## src/rtl/fpu_addsub.sv

```systemverilog
// FP32 add/subtract, FSM-sequenced, flush-to-zero for denormals.
// Rounding: define FPU_RNE_EN for round-to-nearest-even, otherwise truncation.
module fpu_addsub #(
    parameter int unsigned ALIGN_CAP  = 26,
    parameter int unsigned FAST_SHIFT = 0
) (
    input  logic        clk,
    input  logic        arst,
    input  logic        start,
    input  logic        op_sub,
    input  logic [31:0] a,
    input  logic [31:0] b,
    output logic        busy,
    output logic        done,
    output logic [31:0] result,
    output logic [3:0]  flags
);

    typedef enum logic [2:0] {
        StIdle,
        StUnpack,
        StAlign,
        StAdd,
        StNorm,
        StRound,
        StDone
    } state_e;

    // Significand layout: [27] carry, [26] hidden, [25:3] fraction, [2] G, [1] R, [0] S.
    state_e      state_q, state_d;
    logic [31:0] a_q, a_d, b_q, b_d;
    logic        sub_q, sub_d;
    logic        sx_q, sx_d, sy_q, sy_d;
    logic [9:0]  ex_q, ex_d;
    logic [27:0] mx_q, mx_d, my_q, my_d;
    logic [7:0]  d_q, d_d;
    logic        zero_q, zero_d, uf_q, uf_d;
    logic [31:0] result_q;
    logic [3:0]  flags_q;

    logic        load;
    logic [31:0] out_res;
    logic [3:0]  out_flags;

    function automatic logic [27:0] shr_sticky(input logic [27:0] v, input logic [7:0] n);
        logic [27:0] mask;
        logic [27:0] r;
        mask = (28'd1 << n) - 28'd1;
        r = v >> n;
        r[0] = r[0] | (|(v & mask));
        return r;
    endfunction

    function automatic logic [4:0] lzc(input logic [26:0] v);
        logic [4:0] n;
        n = 5'd0;
        for (int i = 0; i < 27; i++) begin
            if (v[i]) n = 5'(26 - i);
        end
        return n;
    endfunction

    // Operand decode
    logic [7:0]  ea, eb;
    logic [22:0] fa, fb;
    logic        sa, sb;
    logic        nan_a, nan_b, inf_a, inf_b, zero_a, zero_b;
    logic        a_ge_b;

    assign ea     = a_q[30:23];
    assign eb     = b_q[30:23];
    assign fa     = a_q[22:0];
    assign fb     = b_q[22:0];
    assign sa     = a_q[31];
    assign sb     = b_q[31] ^ sub_q;
    assign nan_a  = (ea == 8'hFF) && (fa != 23'd0);
    assign nan_b  = (eb == 8'hFF) && (fb != 23'd0);
    assign inf_a  = (ea == 8'hFF) && (fa == 23'd0);
    assign inf_b  = (eb == 8'hFF) && (fb == 23'd0);
    assign zero_a = (ea == 8'd0);
    assign zero_b = (eb == 8'd0);
    assign a_ge_b = (a_q[30:0] >= b_q[30:0]);

    logic        special;
    logic [31:0] spec_res;
    logic [3:0]  spec_flags;

    always_comb begin
        special    = 1'b1;
        spec_res   = 32'd0;
        spec_flags = 4'b0000;
        if (nan_a || nan_b || (inf_a && inf_b && (sa != sb))) begin
            spec_res   = 32'h7FC0_0000;
            spec_flags = 4'b1000;
        end else if (inf_a) begin
            spec_res = {sa, 8'hFF, 23'd0};
        end else if (inf_b) begin
            spec_res = {sb, 8'hFF, 23'd0};
        end else if (zero_a && zero_b) begin
            spec_res = {sa & sb, 31'd0};
        end else if (zero_a) begin
            spec_res = {sb, b_q[30:0]};
        end else if (zero_b) begin
            spec_res = {sa, a_q[30:0]};
        end else begin
            special = 1'b0;
        end
    end

    // Rounding datapath
    logic        rinc;
    logic [24:0] rsum;
    logic [9:0]  rexp;
    logic        inexact;
    logic [4:0]  lz;

    assign lz      = lzc(mx_q[26:0]);
    assign inexact = |mx_q[2:0];
`ifdef FPU_RNE_EN
    assign rinc = mx_q[2] & (mx_q[1] | mx_q[0] | mx_q[3]);
`else
    assign rinc = 1'b0;
`endif
    assign rsum = {1'b0, mx_q[26:3]} + {24'd0, rinc};
    assign rexp = ex_q + {9'd0, rsum[24]};

    always_comb begin
        state_d   = state_q;
        a_d       = a_q;
        b_d       = b_q;
        sub_d     = sub_q;
        sx_d      = sx_q;
        sy_d      = sy_q;
        ex_d      = ex_q;
        mx_d      = mx_q;
        my_d      = my_q;
        d_d       = d_q;
        zero_d    = zero_q;
        uf_d      = uf_q;
        load      = 1'b0;
        out_res   = result_q;
        out_flags = flags_q;

        unique case (state_q)
            StIdle: begin
                if (start) begin
                    a_d     = a;
                    b_d     = b;
                    sub_d   = op_sub;
                    state_d = StUnpack;
                end
            end
            StUnpack: begin
                if (special) begin
                    load      = 1'b1;
                    out_res   = spec_res;
                    out_flags = spec_flags;
                    state_d   = StDone;
                end else begin
                    zero_d = 1'b0;
                    uf_d   = 1'b0;
                    if (a_ge_b) begin
                        sx_d = sa;
                        sy_d = sb;
                        ex_d = {2'b00, ea};
                        mx_d = {2'b01, fa, 3'b000};
                        my_d = {2'b01, fb, 3'b000};
                        d_d  = ea - eb;
                    end else begin
                        sx_d = sb;
                        sy_d = sa;
                        ex_d = {2'b00, eb};
                        mx_d = {2'b01, fb, 3'b000};
                        my_d = {2'b01, fa, 3'b000};
                        d_d  = eb - ea;
                    end
                    state_d = StAlign;
                end
            end
            StAlign: begin
                if (32'(d_q) > ALIGN_CAP) begin
                    my_d    = 28'd1;
                    state_d = StAdd;
                end else if (FAST_SHIFT != 0 || d_q <= 8'd1) begin
                    my_d    = shr_sticky(my_q, d_q);
                    state_d = StAdd;
                end else begin
                    my_d = shr_sticky(my_q, 8'd1);
                    d_d  = d_q - 8'd1;
                end
            end
            StAdd: begin
                // X is the larger magnitude, so the difference never goes negative.
                mx_d    = (sx_q == sy_q) ? mx_q + my_q : mx_q - my_q;
                state_d = StNorm;
            end
            StNorm: begin
                if (mx_q[27]) begin
                    mx_d    = shr_sticky(mx_q, 8'd1);
                    ex_d    = ex_q + 10'd1;
                    state_d = StRound;
                end else if (mx_q == 28'd0) begin
                    zero_d  = 1'b1;
                    state_d = StRound;
                end else if (mx_q[26]) begin
                    state_d = StRound;
                end else if (FAST_SHIFT != 0) begin
                    if (ex_q <= {5'd0, lz}) begin
                        uf_d = 1'b1;
                    end else begin
                        mx_d = mx_q << lz;
                        ex_d = ex_q - {5'd0, lz};
                    end
                    state_d = StRound;
                end else if (ex_q == 10'd1) begin
                    uf_d    = 1'b1;
                    state_d = StRound;
                end else begin
                    mx_d = mx_q << 1;
                    ex_d = ex_q - 10'd1;
                end
            end
            StRound: begin
                load    = 1'b1;
                state_d = StDone;
                if (zero_q) begin
                    out_res   = 32'd0;
                    out_flags = 4'b0000;
                end else if (uf_q) begin
                    out_res   = {sx_q, 31'd0};
                    out_flags = 4'b0011;
                end else if (rexp >= 10'd255) begin
`ifdef FPU_RNE_EN
                    out_res = {sx_q, 8'hFF, 23'd0};
`else
                    out_res = {sx_q, 8'hFE, 23'h7F_FFFF};
`endif
                    out_flags = 4'b0101;
                end else begin
                    out_res   = {sx_q, rexp[7:0], rsum[24] ? 23'd0 : rsum[22:0]};
                    out_flags = {3'b000, inexact};
                end
            end
            StDone: begin
                state_d = StIdle;
            end
            default: begin
                state_d = StIdle;
            end
        endcase
    end

    always_ff @(posedge clk or posedge arst) begin
        if (arst) begin
            state_q  <= StIdle;
            a_q      <= 32'd0;
            b_q      <= 32'd0;
            sub_q    <= 1'b0;
            sx_q     <= 1'b0;
            sy_q     <= 1'b0;
            ex_q     <= 10'd0;
            mx_q     <= 28'd0;
            my_q     <= 28'd0;
            d_q      <= 8'd0;
            zero_q   <= 1'b0;
            uf_q     <= 1'b0;
            result_q <= 32'd0;
            flags_q  <= 4'd0;
        end else begin
            state_q <= state_d;
            a_q     <= a_d;
            b_q     <= b_d;
            sub_q   <= sub_d;
            sx_q    <= sx_d;
            sy_q    <= sy_d;
            ex_q    <= ex_d;
            mx_q    <= mx_d;
            my_q    <= my_d;
            d_q     <= d_d;
            zero_q  <= zero_d;
            uf_q    <= uf_d;
            if (load) begin
                result_q <= out_res;
                flags_q  <= out_flags;
            end
        end
    end

    assign busy   = (state_q != StIdle);
    assign done   = (state_q == StDone);
    assign result = result_q;
    assign flags  = flags_q;

endmodule

```

## config.mk

```make
export PLATFORM = sky130hd
export DESIGN_NAME = fpu_addsub
export DESIGN_NICKNAME = d
export VERILOG_FILES = /design/src/rtl/fpu_addsub.sv
export SDC_FILE = /design/constraint.sdc
export NUM_CORES = 1
export LEC_CHECK = 0
export BUFFER_PORTS_ARGS = -buffer_cell sky130_fd_sc_hd__buf_2
export CAP_MARGIN = 10
export CORE_MARGIN = 3
export CORE_UTILIZATION = 67
export CTS_CLUSTER_SIZE = 16
export DETAILED_ROUTE_END_ITERATION = 10
export PLACE_DENSITY = 0.88
export SYNTH_ARGS = -nofsm -noshare
export SYNTH_HDL_FRONTEND = slang
export SYNTH_SLANG_ARGS = --single-unit
```

## constraint.sdc

```tcl
create_clock -name clk -period 14.1 [get_ports clk]
set_input_delay 2.82 -clock clk [delete_from_list [all_inputs] [get_ports clk]]
set_output_delay 2.82 -clock clk [all_outputs]
set_load 0.05 [all_outputs]
```

==> results.sh, run 1 <==
export IMPL_status="finished, final reports clean"
export IMPL_worstReg2RegEnd="mx_q[27]"
export IMPL_synthTopCellsByArea="dfrtp_1 32%, o21ai_0 6.9%, ha_1 6.6%, mux2_2 5.4%, a21oi_1 5.3%"
export IMPL_fin_crit_sh=0.341
export IMPL_max_slew_margin_rel=0.258
export IMPL_cp_arrival_ns=5.20
export IMPL_ys_flop_type="dfrtp_1"
export IMPL_die_y_um=151
export IMPL_maxCapViolCount=0
export IMPL_cts_buffer_depth=2
export IMPL_synth_seq_cells=182
export IMPL_drive_above_1_share=0.151
export IMPL_drt_pass1_iterations=8
export IMPL_finalCriticalPeriod_ns=4.81
export IMPL_start_kind="register"
export IMPL_cts_sinks=182
export IMPL_setup_violations=0
export IMPL_hp_start="result[27]"
export IMPL_ys_warn_count=0
export IMPL_async_flop_share=1.00
export IMPL_yosys_top_cells_count="193 x o21ai_0, 182 x dfrtp_1, 164 x nand2_1"
export IMPL_skew_ns=0.0132
export IMPL_fin_util=0.751
export IMPL_ys_seq_area_frac=0.323
export IMPL_min_to="result[27]"
export IMPL_setup_slack_ns=9.29
export IMPL_synth_top_cell_area_share=0.323
export IMPL_grt_overflow=0
export IMPL_ioPinCount=106
export IMPL_grt_pass1_wl_um=74400
export IMPL_synth_cells=1694
export IMPL_dieArea_um2=22800
export IMPL_clk_pin_slew_ns=0.08
export IMPL_yosys_area_top_type="dfrtp_1"
export IMPL_slew_violations=0
export IMPL_synth_edf_count=0
export IMPL_post_synth_top_count_cell="o21ai_0"
export IMPL_timing_rr_start="my_q[2]"
export IMPL_nFillCells=1520
export IMPL_synth_distinct_cells=76
export IMPL_fin_setup_tns_ns=0
export IMPL_hold_path_class="register to register"
export IMPL_cts_tree="built"
export IMPL_drt_wl_total_um=47400
export IMPL_htreeDepth=4
export IMPL_post_place_ws_ns=9.38
export IMPL_die_w_um=151
export IMPL_grt_max_degree=105
export IMPL_hold_viol=0
export IMPL_ant_nets=0
export IMPL_post_cts_buffers=0
export IMPL_antenna_found_initial=2
export IMPL_netlist_area_um2=14100
export IMPL_cp_end_kind="register"
export IMPL_worstSetupPathType="register to register"
export IMPL_cts_resized=0
export IMPL_grt_pass1_vias=13248
export IMPL_rrSetupSlack_ns=9.29
export IMPL_core_area_um2=20400
export IMPL_worst_pin_slew_ns=1.11
export IMPL_port_buffers=105
export IMPL_via_count=14416
export IMPL_rsz0062_at_grt="no"
export IMPL_max_freq_ghz=0.208
export IMPL_gp_congestion=1.04
export IMPL_avgRoutedWirePerCell_um=23.6
export IMPL_start_util=0.689
export IMPL_clock_latency_ns=0.46
export IMPL_diodes=0
export IMPL_hold_depth=1
export IMPL_ff2ff_path_depth=16
export IMPL_cts_buffers=17
export IMPL_path_max_fanout=10
export IMPL_fin_nets=1869
export IMPL_drc_errors=0
export IMPL_drtIter0Drc=2206
export IMPL_critPathRequiredTime_ns=14.49
export IMPL_hpwl_um=34200
export IMPL_root_buffer="clkbuf_16"
export IMPL_cts_hold_buf=0
export IMPL_via_per_inst=7.18
export IMPL_rows=52
export IMPL_synthToLayoutAreaGrowth_pct=8.94
export IMPL_synthesis_nets=1839
export IMPL_avgSynthCellArea_um2=8.31
export IMPL_grt_use_total=0.422
==> layout make-up <==
| class | count | area, um^2 | share of cell area |
|---|---|---|---|
| multi-input combinational | 1328 | 8880 | 0.579 |
| clock inverter | 13 | 141 | 0.00922 |
| sequential | 182 | 4560 | 0.297 |
| clock buffer | 19 | 453 | 0.0295 |
| timing repair buffer | 130 | 726 | 0.0473 |
| tap | 270 | 338 | 0.0220 |
| inverter | 65 | 251 | 0.0164 |
==> worst max-delay path: stages (launching register included) <==
cell and delay (ns):
dfrtp_1 0.49, or3_4 0.44, or4_4 0.45, or3_4 0.41, or3_4 0.42, o21ai_0 0.21, xnor2_1 0.11, ha_1 0.36
nand3_1 0.12, nor2_1 0.26, nand2_1 0.14, or3_1 0.37, a31o_2 0.23, a31oi_1 0.21, nor2_1 0.09, or3_1 0.37
nand3_1 0.07
==> worst max-delay path by stage <==
stage / start / endpoint / slack, ns / cells past startpoint
final: my_q[2] / mx_q[27] / 9.29 / 16
after detailed placement: my_q[2] / mx_q[27] / 9.38 / 16
after global placement: my_q[2] / mx_q[27] / 9.43 / 16
after global routing: my_q[2] / mx_q[27] / 8.93 / 17
after floorplan: arst / a_q[0] / 6.34 / 1
after CTS: my_q[2] / mx_q[27] / 9.33 / 16
==> state kept, by name, summed over array words and instances (netlist names) <==
register,cells
a_q,32
b_q,32
d_q,8
ex_q,10
flags,4
mx_q,28
my_q,28
result,32
state_q,3
sub_q,1
sx_q,1
sy_q,1
uf_q,1
zero_q,1
==> cell usage in the layout, fill, tap and decap left out, drive strengths merged, types with 41 or more instances in the layout <==
cell type,count
dfrtp,182
a21oi,150
o21ai,197
nand2,164
buf,130
a22oi,56
nor2,119
inv,69
mux2,67
mux2i,51
ha,74
nand3,41
==> through the flow <==
stage	hold WS, ns	instances	instance area, um^2
after global routing	0.506	2007	15300
final	0.484	2007	15300
after CTS	0.480	2006	15300
after detailed placement	0.462	1974	14700
after global placement	0.451	1974	14700
after floorplan	0.486	1694	14100
==> cells by family (layout without fill, tap and decap cells) <==
group / Yosys count / count (layout) / synth area share
AOI/OAI and AO/OA: 601 / 601 / 0.264
xor gates and xnor gates: 57 / 57 / 0.0354
adders and majority gates: 77 / 77 / 0.0700
buffers and inverters: 184 / 227 / 0.0503
DFF: 182 / 182 / 0.323
muxes: 125 / 125 / 0.102
and+or+nand+nor: 468 / 468 / 0.155
==> per-layer routing <==
metal	global-route usage	wire, um	part of all wire
met1	0.582	18200	0.38
met3	0.0987	5960	0.13
met4	0.229	2940	0.062
met2	0.616	20300	0.43
met5	0	66	0.0014
Power of run 1 is not shown: default switching activity piles up to over one toggle a cycle in this logic, so the estimate is an artifact.
==> run 2, diff against run 1 <==
--- a/config.mk
+++ b/config.mk
@@ -8,10 +8,10 @@
 export BUFFER_PORTS_ARGS = -buffer_cell sky130_fd_sc_hd__buf_2
 export CAP_MARGIN = 10
 export CORE_MARGIN = 3
-export CORE_UTILIZATION = 67
+export CORE_UTILIZATION = 62
 export CTS_CLUSTER_SIZE = 16
 export DETAILED_ROUTE_END_ITERATION = 10
-export PLACE_DENSITY = 0.88
+export PLACE_DENSITY = 0.82
 export SYNTH_ARGS = -nofsm -noshare
 export SYNTH_HDL_FRONTEND = slang
 export SYNTH_SLANG_ARGS = --single-unit
==> constraint.sdc (replaced) <==
create_clock -name clk -period 4.9 [get_ports clk]
set_input_delay 0.98 -clock clk [delete_from_list [all_inputs] [get_ports clk]]
set_output_delay 0.98 -clock clk [all_outputs]
set_load 0.05 [all_outputs]
==> results.sh, run 2 (synthesis results as in run 1) <==
export IMPL_status="finished with violations"
export IMPL_violations="design-rule violations"
export IMPL_cp_arrival_ns=4.98
export IMPL_fin_setup_tns_ns=0
export IMPL_slowest_stage="dfrtp_1"
export IMPL_antenna_found_initial=0
export IMPL_crit_top_cell="or3_4"
export IMPL_clk_pin_slew_ns=0.08
export IMPL_rows=54
export IMPL_grt_use_met2=0.594
export IMPL_use_met3=0.0973
export IMPL_grt_pass1_vias=13440
export IMPL_ant_nets=0
export IMPL_setup_violations=0
export IMPL_cts_sinks=182
export IMPL_maxCapViolCount=0
export IMPL_cp_cell_sequence="or3_4 -> or4_4 -> or3_4 -> or3_4 -> o21ai_1 -> xnor2_1 -> ha_1 -> nand3_1 -> nor2_2 -> nand2_1 -> or3_1 -> a31o_2 -> a31oi_1 -> nor2_1 -> or3_1 -> nand3_1"
export IMPL_worst_pin_slew_ns=1.15
export IMPL_rsz0062_at_grt="no"
export IMPL_grt_use_met1=0.534
export IMPL_dieArea_um2=24600
export IMPL_top_usage_layer="met2"
export IMPL_drc_errors=11
export IMPL_fin_nets=1879
export IMPL_drtIter0Drc=2129
export IMPL_cts_tree="built"
export IMPL_path_max_fanout=8
export IMPL_drt_wl_total_um=48300
export IMPL_max_slew_margin_rel=0.228
export IMPL_diodes=0
export IMPL_cpPeakStageDelay_ns=0.46
export IMPL_htreeDepth=4
export IMPL_root_buffer="clkbuf_16"
export IMPL_cts_hold_buf=0
export IMPL_ioPinCount=106
export IMPL_skew_ns=0.0156
export IMPL_grt_max_degree=84
export IMPL_nFillCells=1835
export IMPL_start_kind="register"
export IMPL_hold_path_class="register to register"
export IMPL_grt_pass1_wl_um=75500
export IMPL_hold_viol=0
export IMPL_synthToLayoutAreaGrowth_pct=9.46
export IMPL_fin_crit_sh=0.940
export IMPL_core_area_um2=22100
export IMPL_final_cell_mix="192 x o21ai_0, 181 x dfrtp_1, 164 x nand2_1, 150 x a21oi_1, 116 x nor2_1"
export IMPL_hpwl_um=35100
export IMPL_clock_latency_ns=0.44
export IMPL_cts_buffer_depth=2
export IMPL_drive_above_1_share=0.156
export IMPL_cts_resized=0
export IMPL_max_freq_ghz=0.217
export IMPL_drt_pass1_iterations=11
export IMPL_die_y_um=157
export IMPL_grt_use_total=0.392
export IMPL_critPathRequiredTime_ns=5.27
export IMPL_start_util=0.637
export IMPL_die_w_um=157
export IMPL_post_cts_buffers=0
export IMPL_slew_violations=0
export IMPL_gp_congestion=1.01
export IMPL_cp_end_kind="register"
export IMPL_via_per_inst=7.08
export IMPL_grt_overflow=0
export IMPL_via_count=14337
export IMPL_worstSetupPathType="register to register"
export IMPL_layout_commonest_cell="o21ai_0"
export IMPL_cts_buffers=17
export IMPL_avgRoutedWirePerCell_um=23.8
export IMPL_port_buffers=105
export IMPL_finalCriticalPeriod_ns=4.61
run 2: changes by cell type in the layout (fill, tap and decap cells not counted):
cell / before / now
clkinv_4: 1 / 5
clkinvlp_4: 4 / 2
nor3_1: 29 / 28
buf_4: 24 / 33
clkbuf_8: 2 / 0
o21ai_1: 2 / 3
o21ai_0: 193 / 192
buf_12: 1 / 2
nor3_4: 0 / 1
bufinv_16: 1 / 0
run 2: per-layer routing:
layer  up-vias  part of all wire
met5         -                 0
met4         0             0.052
met3       208              0.12
met2      1063              0.44
met1      6725              0.39
li1       6341                 -
run 2: worst paths after layout:
kind | slack (ns) | cells after the start | endpoint | start
min in group asynchronous | 0.51 | 2 | result[18] | arst
setup / recovery | 0.29 | 16 | mx_q[27] | my_q[3]
setup reg to reg | 0.29 | 16 | mx_q[27] | my_q[3]
hold reg to reg | 0.47 | 1 | result[28] | result[28]
max in group asynchronous | 3.41 | 3 | d_q[0] | arst
hold / removal | 0.47 | 1 | result[28] | result[28]
run 2: cell type report:
type                            count  area, um^2  share of cell area
Inverter                           65         248              0.0161
Clock inverter                     14         135             0.00877
Sequential cell                   182        4560               0.296
Timing Repair Buffer              140         813              0.0528
Multi-Input combinational cell   1328        8890               0.577
Tap cell                          280         350              0.0227
Clock buffer                       17         425              0.0276
run 2: worst max-delay path, delay by kind of cell (launching register included):
kind	cells	cell delay [ns]
simple gates	11	3.03
compound gates	3	0.62
flops	1	0.46
fa+ha+maj	1	0.36
xor+xnor	1	0.09
run 2: through the flow:
step / std cells / hold slack [ns] / setup WS (ns) / util / area (um^2)
final: 2026 / 0.475 / 0.294 / 0.698 / 15400
after global routing: 2026 / 0.484 / 0.0284 / 0.698 / 15400
after CTS: 2026 / 0.480 / 0.208 / 0.697 / 15400
after detailed placement: 1995 / 0.462 / 0.239 / 0.672 / 14800
after global placement: 1995 / 0.447 / 0.297 / 0.672 / 14800
after floorplan: 1694 / 0.486 / 0.498 / - / 14100
Power of run 2 is left out for the same reason.
